--- config.mk ---
export PLATFORM = sky130hd
export DESIGN_NAME = frac_neuron_relu
export DESIGN_NICKNAME = d
export VERILOG_FILES = /design/src/rtl/frac_nn_pkg.sv /design/src/rtl/frac_sm_adder.sv /design/src/rtl/frac_neuron_relu.sv
export SDC_FILE = /design/constraint.sdc
export NUM_CORES = 1
export LEC_CHECK = 0
export CAP_MARGIN = 10
export CORE_MARGIN = 4
export CORE_UTILIZATION = 53
export CTS_CLUSTER_DIAMETER = 80
export DETAILED_ROUTE_END_ITERATION = 6
export GPL_ROUTABILITY_DRIVEN = 0
export GPL_TIMING_DRIVEN = 0
export PLACE_DENSITY = 0.95
export SLEW_MARGIN = 20
export SYNTH_ARGS = -nofsm -noshare
export SYNTH_HDL_FRONTEND = slang
export SYNTH_SLANG_ARGS = --single-unit
--- constraint.sdc ---
create_clock -name clk -period 4.4 [get_ports clk]
set_clock_uncertainty 0.1 [all_clocks]
set_input_delay 0.44 -clock clk [delete_from_list [all_inputs] [get_ports clk]]
set_output_delay 0.44 -clock clk [all_outputs]
set_load 0.01 [all_outputs]
--- src/rtl/frac_nn_pkg.sv ---
// Shared types and arithmetic helpers for the fractional sign-magnitude neuron datapath.
// Optional build macro FRAC_NEURON_RELU_EN (used by frac_neuron_relu) selects the ReLU activation.
package frac_nn_pkg;

    localparam int IN_W      = 12;
    localparam int ACC_W     = 23;
    localparam int MAG_IN_W  = 11;
    localparam int MAG_ACC_W = 22;
    localparam logic [MAG_ACC_W-1:0] SAT_MAG = 22'h3FFFFF;

    // Sample / weight: sign bit plus Q0.11 magnitude
    typedef struct packed {
        logic                sign;
        logic [MAG_IN_W-1:0] mag;
    } in_sm_t;

    // Accumulator / activation: sign bit plus Q0.22 magnitude
    typedef struct packed {
        logic                 sign;
        logic [MAG_ACC_W-1:0] mag;
    } acc_sm_t;

    // Exact Q0.11 x Q0.11 -> Q0.22 product; a zero magnitude is always +0
    function automatic acc_sm_t frac_mul(input in_sm_t a, input in_sm_t b);
        acc_sm_t r;
        r.mag  = MAG_ACC_W'(a.mag) * MAG_ACC_W'(b.mag);
        r.sign = (r.mag != '0) ? (a.sign ^ b.sign) : 1'b0;
        return r;
    endfunction

    // Saturating sign-magnitude add; cancellation yields +0, never -0
    function automatic acc_sm_t sm_add(input acc_sm_t a, input acc_sm_t b);
        acc_sm_t            r;
        logic [MAG_ACC_W:0] s;
        r = '0;
        s = '0;
        if (a.sign == b.sign) begin
            s      = {1'b0, a.mag} + {1'b0, b.mag};
            r.mag  = s[MAG_ACC_W] ? SAT_MAG : s[MAG_ACC_W-1:0];
            r.sign = (r.mag != '0) ? a.sign : 1'b0;
        end else if (a.mag > b.mag) begin
            r.mag  = a.mag - b.mag;
            r.sign = a.sign;
        end else if (b.mag > a.mag) begin
            r.mag  = b.mag - a.mag;
            r.sign = b.sign;
        end
        return r;
    endfunction

    // Negative values clamp to +0, non-negative values pass through
    function automatic acc_sm_t relu(input acc_sm_t a);
        return a.sign ? acc_sm_t'('0) : a;
    endfunction

endpackage

--- src/rtl/frac_sm_adder.sv ---
// Combinational 23-bit sign-magnitude saturating adder, shared by accumulator blocks.
module frac_sm_adder
    import frac_nn_pkg::*;
(
    input  acc_sm_t a,
    input  acc_sm_t b,
    output acc_sm_t sum
);

    // Single sign-magnitude add with saturation and +0 on cancellation
    always_comb begin
        sum = sm_add(a, b);
    end

endmodule

--- src/rtl/frac_neuron_relu.sv ---
// Serial neuron: acc = BIAS + sum(in[k] * w[k]) over N_INPUTS accepted samples,
// then one activation pulse. Build macro FRAC_NEURON_RELU_EN selects ReLU;
// without it the raw saturated sum is emitted (linear activation).
module frac_neuron_relu
    import frac_nn_pkg::*;
#(
    parameter int                      N_INPUTS = 3,
    parameter logic [N_INPUTS*12-1:0]  WEIGHTS  = '0,
    parameter logic [22:0]             BIAS     = 23'h0
) (
    input  logic        clk,
    input  logic        rst_n,
    input  logic        in_valid,
    input  logic [11:0] in_data,
    output logic        out_valid,
    output logic [22:0] out_data
);

    localparam int IDX_W = $clog2(N_INPUTS);
    localparam logic [IDX_W-1:0] LAST_IDX = IDX_W'(N_INPUTS - 1);

    logic [IDX_W-1:0] idx_q, idx_d;
    acc_sm_t          acc_q, acc_d;
    logic             out_valid_q, out_valid_d;
    acc_sm_t          out_data_q, out_data_d;

    in_sm_t           weight;
    acc_sm_t          product;
    acc_sm_t          sum;
    acc_sm_t          act;

    // Select the weight for the current sample index
    always_comb begin
        weight = '0;
        for (int k = 0; k < N_INPUTS; k++) begin
            if (idx_q == IDX_W'(k)) begin
                weight = in_sm_t'(WEIGHTS[IN_W*k +: IN_W]);
            end
        end
    end

    // Product of the incoming sample and its weight
    always_comb begin
        product = frac_mul(in_sm_t'(in_data), weight);
    end

    frac_sm_adder u_adder (
        .a   (acc_q),
        .b   (product),
        .sum (sum)
    );

    // Activation applied to the completed sum
    always_comb begin
`ifdef FRAC_NEURON_RELU_EN
        act = relu(sum);
`else
        act = sum;
`endif
    end

    // Next-state: accumulate, or emit and restart on the last sample
    always_comb begin
        idx_d       = idx_q;
        acc_d       = acc_q;
        out_valid_d = 1'b0;
        out_data_d  = out_data_q;
        if (in_valid) begin
            if (idx_q == LAST_IDX) begin
                out_data_d  = act;
                out_valid_d = 1'b1;
                acc_d       = acc_sm_t'(BIAS);
                idx_d       = '0;
            end else begin
                acc_d = sum;
                idx_d = idx_q + IDX_W'(1);
            end
        end
    end

    // State registers; reset restarts the vector from the bias
    always_ff @(posedge clk or negedge rst_n) begin
        if (!rst_n) begin
            idx_q       <= '0;
            acc_q       <= acc_sm_t'(BIAS);
            out_valid_q <= 1'b0;
            out_data_q  <= '0;
        end else begin
            idx_q       <= idx_d;
            acc_q       <= acc_d;
            out_valid_q <= out_valid_d;
            out_data_q  <= out_data_d;
        end
    end

    assign out_valid = out_valid_q;
    assign out_data  = out_data_q;

endmodule

# After elaboration in Yosys (flattened, before gate mapping)
# Index checks and enable logic that the tools add are counted.
[totals] register_bits=49 out_inout_bits=24 word_cells=19
[op_classes] addsub=2 n_lt_le_gt_ge=2 eq_ne=1 muxes=7 n_reduce_logical=1
[op_table] op="23-bit 2-to-1 mux" n=3
[op_table] op="1-bit by 22-bit greater-than comparator with 1-bit output (first input constant)" n=1
[op_table] op="22-bit by 1-bit greater-than comparator with 1-bit output (second input constant)" n=1
[op_table] op="22-bit 2-to-1 mux" n=1
[op_table] op="1-bit by 22-bit subtractor with 22-bit output (first input constant)" n=1
[op_table] op="2-bit by 1-bit adder with 2-bit output (second input constant)" n=1
[op_table] op="2-bit == test (second input constant)" n=1
[op_table] op="1-bit 2-to-1 mux" n=2
[op_table] op="2-bit 2-to-1 mux" n=1
[op_table] op="2-bit AND reduction" n=1

# Longest topological paths before layout
# Gate-level depths: netlist of run 1.
[depth] word_depth=5 mapped_depth=6 ltp_nobuf=5

# Modules after synthesis
# From an unflattened synthesis of run 1, not the netlist that was laid out.
[unflattened] hier_cells=827 hier_area_um2=6331.1
[by_module_without_submodules] mod="frac_sm_adder" n_inst=1 cells_each=668 area_per_inst_um2=4335.4 seq_area_each_um2=0.0
[by_module_without_submodules] mod="frac_neuron_relu" n_inst=1 cells_each=159 area_per_inst_um2=1995.7 seq_area_each_um2=1226.2

# Worst setup path after synthesis of run 1
# No wires, ideal clock.
[synth_path] path_kind="reg2reg" start="reg acc_q[16] in the netlist's numbering" end="reg acc_q[22] in the netlist's numbering" setup_ns=0.137 t_arrival_ns=1.200 path_slack_ns=2.963 path_stages_with_launch=4 synth_period_minus_slack_ns=1.437 path_cell_list="dfrtp_1 > or4_4 > nor3_4 > a311oi_1"
[synth_via] elab_chain_len=4
[synth_lines] element="start, declared" line="frac_neuron_relu.sv:23" rtl="acc_sm_t acc_q, acc_d;"
[synth_lines] element="start signal, assigned" line="frac_neuron_relu.sv:85" rtl="acc_q <= acc_sm_t'(BIAS);"
[synth_lines] element="22-bit by 1-bit greater-than comparator with 1-bit output" line="frac_nn_pkg.sv:41" rtl="end else if (a.mag > b.mag) begin"
[synth_lines] element="23-bit 2-to-1 mux" line="frac_nn_pkg.sv:41"
[synth_lines] element="23-bit 2-to-1 mux" line="frac_nn_pkg.sv:37" rtl="if (a.sign == b.sign) begin"
[synth_lines] element="23-bit 2-to-1 mux" line="frac_neuron_relu.sv:69" rtl="if (idx_q == LAST_IDX) begin"
# Every way passes these cells.
# A chain may end at the register's enable or synchronous reset.

# Worst setup path after layout of run 1
[layout_path] start="reg out_data_q, in the netlist out_data[20]" end="out out_data[20]"
[layout_rtl] element="start, declared" line="frac_neuron_relu.sv:25" rtl="acc_sm_t out_data_q, out_data_d;"
[layout_rtl] element="start signal, assigned" line="frac_neuron_relu.sv:92" rtl="out_data_q <= out_data_d;"
[layout_rtl] element="end, declared" line="frac_neuron_relu.sv:16" rtl="output logic [22:0] out_data"
# No word-level cell between the ends.

==> impl_results.md, run 1 <==
* Yosys reg bits at 49
* Largest net degree at the start of global routing at 35
* Unique masters post-synth at 24
* # rows at 21
* Buf/Inv on CP at 1
* Run status: complete, no violations
* Post-route ant nets at 0
* H-tree levels at 2
* Wire per inst at 14.96 um
* Final setup fails at 0
* Placed cell areas at 2167 um^2
* RSZ-0062 raised after global routing: false
* Initial antenna violation count at 0
* GRT Overall Usage at 16.71%
* Initial Util at 54.97%
* # IOs at 39
* Routed Wire Length at 3112 um
* Post-synth EDFFs at 0
* # resized after CTS at 0
* Root buffer cell: clkbuf_4
* Die width at 66.83 um
* Final TNS setup at 0 ns
* Top delay family on crit path: buffers and inverters
* Mapped Nets at 142
* Clk slew on worst S/H paths at 0.13 ns
* Startpoint types: flop
* Worst Path Required at 3.86 ns
* Filler cells at 242
* Bufs on Longest Clock Path at 2
* Synth top cells by count: dfrtp_1 (49), and2_1 (20), mux2_2 (19)
* CTS buffer count at 5
* Worst Setup SP: out_data[20]
* Worst-Skew Late Latency at 0.36 ns
* Area delta synth->final at 22.24%
* Final worst-path cycle share at 41.63%
* Die Y at 66.83 um
* Number of global-route vias before repair at 1,165
* Final Non-Filler Cells at 208
* Yosys warns at 0
* 1st-iter DRT viols at 80
* Fmax at 545.9 MHz
* Tmin final at 1.832 ns
* Leading area contributor after synthesis: dfrtp_1
* First drt pass iteration count at 4
* Crit-path max cell delay at 0.54 ns
* Worst slew margin relative to its limit at 74.93%
* Most frequent cell after synthesis: dfrtp_1
* Synth Flop Type: dfrtp_1
* Post-DP HPWL at 2248 um
* Vias post-DR at 1,062
* Count of final max-slew check failures at 0
* IO buf count at 26
* Total power per unit cell area at 321.7 nW/um^2
* Worst hold path type: in2async
* Crit path cell chain: clkdlybuf4s50_1
* Worst hold slack at 0.4179 ns
* CTS tree: yes
* First-pass GRT wire length at 5457 um
* Max-Cap Viols at 0
* Worst R2R Start: acc_q[16]
* Yosys top cell area share at 66.85%
* Kind of critical path: reg2out
* Residual DRC at 0
* Slowest cell on crit path: clkdlybuf4s50_1
* Post-Layout Inst Area at 2242 um^2
* Measured slew at the worst slew-check pin at 0.3761 ns
* Synth top area cells: dfrtp_1 (67%), mux2_2 (12%), and2_1 (6.8%), mux2i_1 (2.2%), a31oi_1 (1.7%)
* Core ar. at 3337 um^2
* Diode count at 0
* Mapped Cells at 126
* Share of layout cells above drive strength 1 at 22.22%
* Clock sinks at 49
* VDD IR-drop max at 0.0002492 V
* Crit Path Max Fanout at 2
* Arr. time, crit path at 1.29 ns
* Fin nets at 177
* Sequential area share after synthesis at 66.85%
* Hold Violations, Final at 0
* Syn_area_per_cell at 14.56 um^2
* Total gr overflow at 0
* Leak at 0.001123 uW
* Die area at 4466 um^2
* Crit end category: output port
* Ys async rst share at 100.0%
* Synthesized cell area at 1834 um^2
* Vias per Instance at 5.106
* DP Cell Count at 199
-- metrics by stage --
stage	setup WS, ns	util (%)	total power, uW
final	2.568	67.19	721.4
after detailed placement	2.337	64.94	517.4
after floorplan	2.963	-	495.2
after global placement	1.608	64.49	512.9
after global routing	2.501	67.19	755.7
after CTS	2.550	67.19	729.3
-- cells by family after synthesis --
| logic type | after synthesis | synth area share [%] |
|---|---|---|
| simple gates | 34 | 12.35 |
| mux | 24 | 14.46 |
| buf+inv | 11 | 3.206 |
| fa+ha+maj | 1 | 0.6820 |
| compound gates | 7 | 2.455 |
| flops | 49 | 66.85 |
-- registers in the layout (all words and copies together) (netlist names) --
name	flops
out_valid	1
out_data	23
acc_q	23
idx_q	2
-- path summary, 6_finish.rpt --
check / to / slack (ns) / cells after the start
max in group asynchronous: acc_q[10] / 3.29 / 3
setup reg to reg: acc_q[22] / 2.82 / 3
setup / recovery: out_data[20] / 2.57 / 1
hold reg to reg: out_data[18] / 0.42 / 1
min in group clk: out_data[18] / 0.42 / 1
hold / removal: acc_q[4] / 0.42 / 2
-- cells in the final DEF, fill, tap and decap left out, types with 2 or more instances in the layout --
master,synthesis,layout
mux2_2,19,19
clkbuf_4,0,5
dfrtp_1,49,49
buf_2,2,3
and2_1,20,20
clkbuf_1,2,2
mux2i_1,4,4
nand2_1,2,2
a31oi_1,5,5
nor4_1,3,3
nand2b_1,2,2
clkdlybuf4s50_1,0,25
inv_1,5,5
-- where the power goes --
part / internal [uW] / switching (uW) / total, uW
sequential: 455 / 2.58 / 458
clock: 78.1 / 135 / 213
combinational: 20.6 / 29.8 / 50.4
total: 554 / 167 / 721
-- metal layers --
metal	GRT usage, %	up-vias	wire length [um]
met3	4.553	5	143
met4	7.614	0	44
met1	21.90	532	1454
li1	-	498	-
met2	25.87	27	1469
met5	0	-	0
-- cell type report --
type                       instances  area (um^2)  share of cell area (%)
buffer                             6        40.04                   1.786
clock buffer                       6        51.30                   2.288
clock inverter                     2        13.76                  0.6138
inverter                           5        18.77                  0.8371
multi-input combinational         66        549.3                   24.50
sequential                        49         1226                   54.69
tap                               46        57.56                   2.567
timing repair buffer              28        285.3                   12.72
-- timing repair --
action,4_1_cts,5_1_grt
setup buffers,0,0
hold buffers,1,0
hold endpoints to repair,15,0
No activity file was read; power rests on OpenSTA's default activity.
==> run 2, diff against run 1 <==
--- a/config.mk
+++ b/config.mk
@@ -7,12 +7,12 @@
 export LEC_CHECK = 0
 export CAP_MARGIN = 10
 export CORE_MARGIN = 4
-export CORE_UTILIZATION = 53
+export CORE_UTILIZATION = 49
 export CTS_CLUSTER_DIAMETER = 80
 export DETAILED_ROUTE_END_ITERATION = 6
 export GPL_ROUTABILITY_DRIVEN = 0
 export GPL_TIMING_DRIVEN = 0
-export PLACE_DENSITY = 0.95
+export PLACE_DENSITY = 0.89
 export SLEW_MARGIN = 20
 export SYNTH_ARGS = -nofsm -noshare
 export SYNTH_HDL_FRONTEND = slang
==> constraint.sdc (replaced) <==
create_clock -name clk -period 1.7 [get_ports clk]
set_clock_uncertainty 0.1 [all_clocks]
set_input_delay 0.17 -clock clk [delete_from_list [all_inputs] [get_ports clk]]
set_output_delay 0.17 -clock clk [all_outputs]
set_load 0.01 [all_outputs]
==> run 2 against run 1 <==
- first-iteration DRC count decreased by 23%
- cell count unchanged
- utilization decreased by 0.74 points
- non-clock buffer count unchanged
- clock power increased to 3.9 times the previous value
- sequential power increased to 2.6 times the previous value
- routed wire length increased by 0.67%
- critical path depth increased by 2
- largest power group unchanged
==> impl_results.md, run 2 (synthesis results as in run 1) <==
* Run status: complete, no violations
* Gate power share at 6.2%
* RSZ-0062 raised after global routing: false
* CTS buffer count at 5
* Wire per inst at 15.06 um
* Crit path cell chain: or4_4 -> nor3_4 -> a311oi_1
* Post-route ant nets at 0
* DP Cell Count at 199
* Vias post-DR at 1,083
* Crit end category: flop
* Final worst-path cycle share at 92.60%
* Die area at 4787 um^2
* Bufs on Longest Clock Path at 2
* Slowest cell on crit path: or4_4
* Fmax at 635.2 MHz
* Final TNS setup at 0 ns
* Die Y at 69.19 um
* H-tree levels at 2
* # rows at 21
* Total power per unit cell area at 934.8 nW/um^2
* # IOs at 39
* Crit-path max cell delay at 0.55 ns
* Share of layout cells above drive strength 1 at 22.22%
* Root buffer cell: clkbuf_8
* Area delta synth->final at 25.65%
* Worst-Skew Late Latency at 0.30 ns
* Measured slew at the worst slew-check pin at 0.5756 ns
* Worst setup margin at 0.1258 ns
* Arr. time, crit path at 1.63 ns
* Worst hold path type: in2async
* Routed Wire Length at 3133 um
* Final setup fails at 0
* Clock Power Share at 38.8%
* Placed cell areas at 2175 um^2
* Startpoint types: flop
* Initial antenna violation count at 0
* Core ar. at 3468 um^2
* Commonest non-fill, non-tap cell in the layout: dfrtp_1
* Tmin final at 1.574 ns
* Diode count at 0
* Number of global-route vias before repair at 1,155
* CTS tree: yes
* GRT Overall Usage at 14.20%
* Largest net degree at the start of global routing at 28
* Internal at 1710 uW
* Count of final max-slew check failures at 0
* Total gr overflow at 0
* Initial Util at 52.89%
* Worst slew margin relative to its limit at 61.62%
* Residual DRC at 0
* Clock sinks at 49
* # resized after CTS at 0
* Pre-CTS setup slack at -0.07236 ns
* Kind of critical path: reg2reg
* Die width at 69.19 um
* P_sw at 444.3 uW
* IO buf count at 26
* Post-DP HPWL at 2261 um
* Sequential group share of total power at 55.0%
* Fin nets at 177
* VDD IR-drop max at 0.0007628 V
* Worst hold slack at 0.2999 ns
* Hold Violations, Final at 0
* Commonest non-fill, non-tap cells in the layout: dfrtp_1 (49), clkdlybuf4s50_1 (25), and2_1 (20), mux2_2 (19), clkbuf_8 (6)
* Post-Layout Inst Area at 2305 um^2
* Crit Path Max Fanout at 6
* Leak at 0.001146 uW
* Clk slew on worst S/H paths at 0.09 ns
* Max-Cap Viols at 0
* Final Non-Filler Cells at 208
* First-pass GRT wire length at 5430 um
* Vias per Instance at 5.207
* 1st-iter DRT viols at 62
* First drt pass iteration count at 4
* Worst Path Required at 1.76 ns
* Switching Share at 20.62%
run 2: final cells by class:
class,instances,area [um^2]
Buffer,6,40.04
Clock buffer,6,82.58
Clock inverter,2,37.54
Fill cell,275,1164
Inverter,5,18.77
Multi-Input combinational cell,66,549.3
Sequential cell,49,1226
Tap cell,46,57.56
Timing Repair Buffer,28,292.8
run 2: worst max-delay path, delay by kind of cell, from the launching register on:
| family | cells | cell delay [ns] |
|---|---|---|
| AND/OR/NAND/NOR | 2 | 0.79 |
| AO/OA/AOI/OAI | 1 | 0.14 |
| flip-flops | 1 | 0.40 |
run 2: what timing repair did:
action	4_1_cts	5_1_grt
endpoints found under the hold margin	22	0
hold buffers	1	0
setup buffers	0	0
run 2: through the flow:
step           total power, uW  util (%)
2_1_floorplan             1282         -
3_3_place_gp              1329     62.05
3_5_place_dp              1342     62.70
4_1_cts                   2181     66.45
5_1_grt                   2243     66.45
6_report                  2155     66.45
run 2: power by group through the flow:
stage | Combinational [uW] | Sequential, uW | Clock [uW]
3_5_place_dp | 135 | 1210 | 0
6_report | 133 | 1180 | 837
4_1_cts | 137 | 1180 | 860
5_1_grt | 146 | 1190 | 912
2_1_floorplan | 74.2 | 1210 | 0
3_3_place_gp | 122 | 1210 | 0
run 2: worst paths after layout:
kind / startpoint / endpoint / slack, ns / cells after the start
worst max-delay path: acc_q[16] / acc_q[22] / 0.13 / 3
max in group asynchronous: rst_n / acc_q[13] / 0.68 / 3
worst min register to register: out_data[18] / out_data[18] / 0.39 / 1
worst min-delay path: rst_n / out_data[20] / 0.30 / 2
worst max register to register: acc_q[16] / acc_q[22] / 0.13 / 3
min in group clk: out_data[18] / out_data[18] / 0.39 / 1
run 2: metal layers:
metal	track usage, %	share of wire [%]	wire length (um)
met1	17.88	45	1412
met2	23.41	50	1569
met3	4.783	4.5	142
met4	3.905	0.26	8
met5	0	0	0
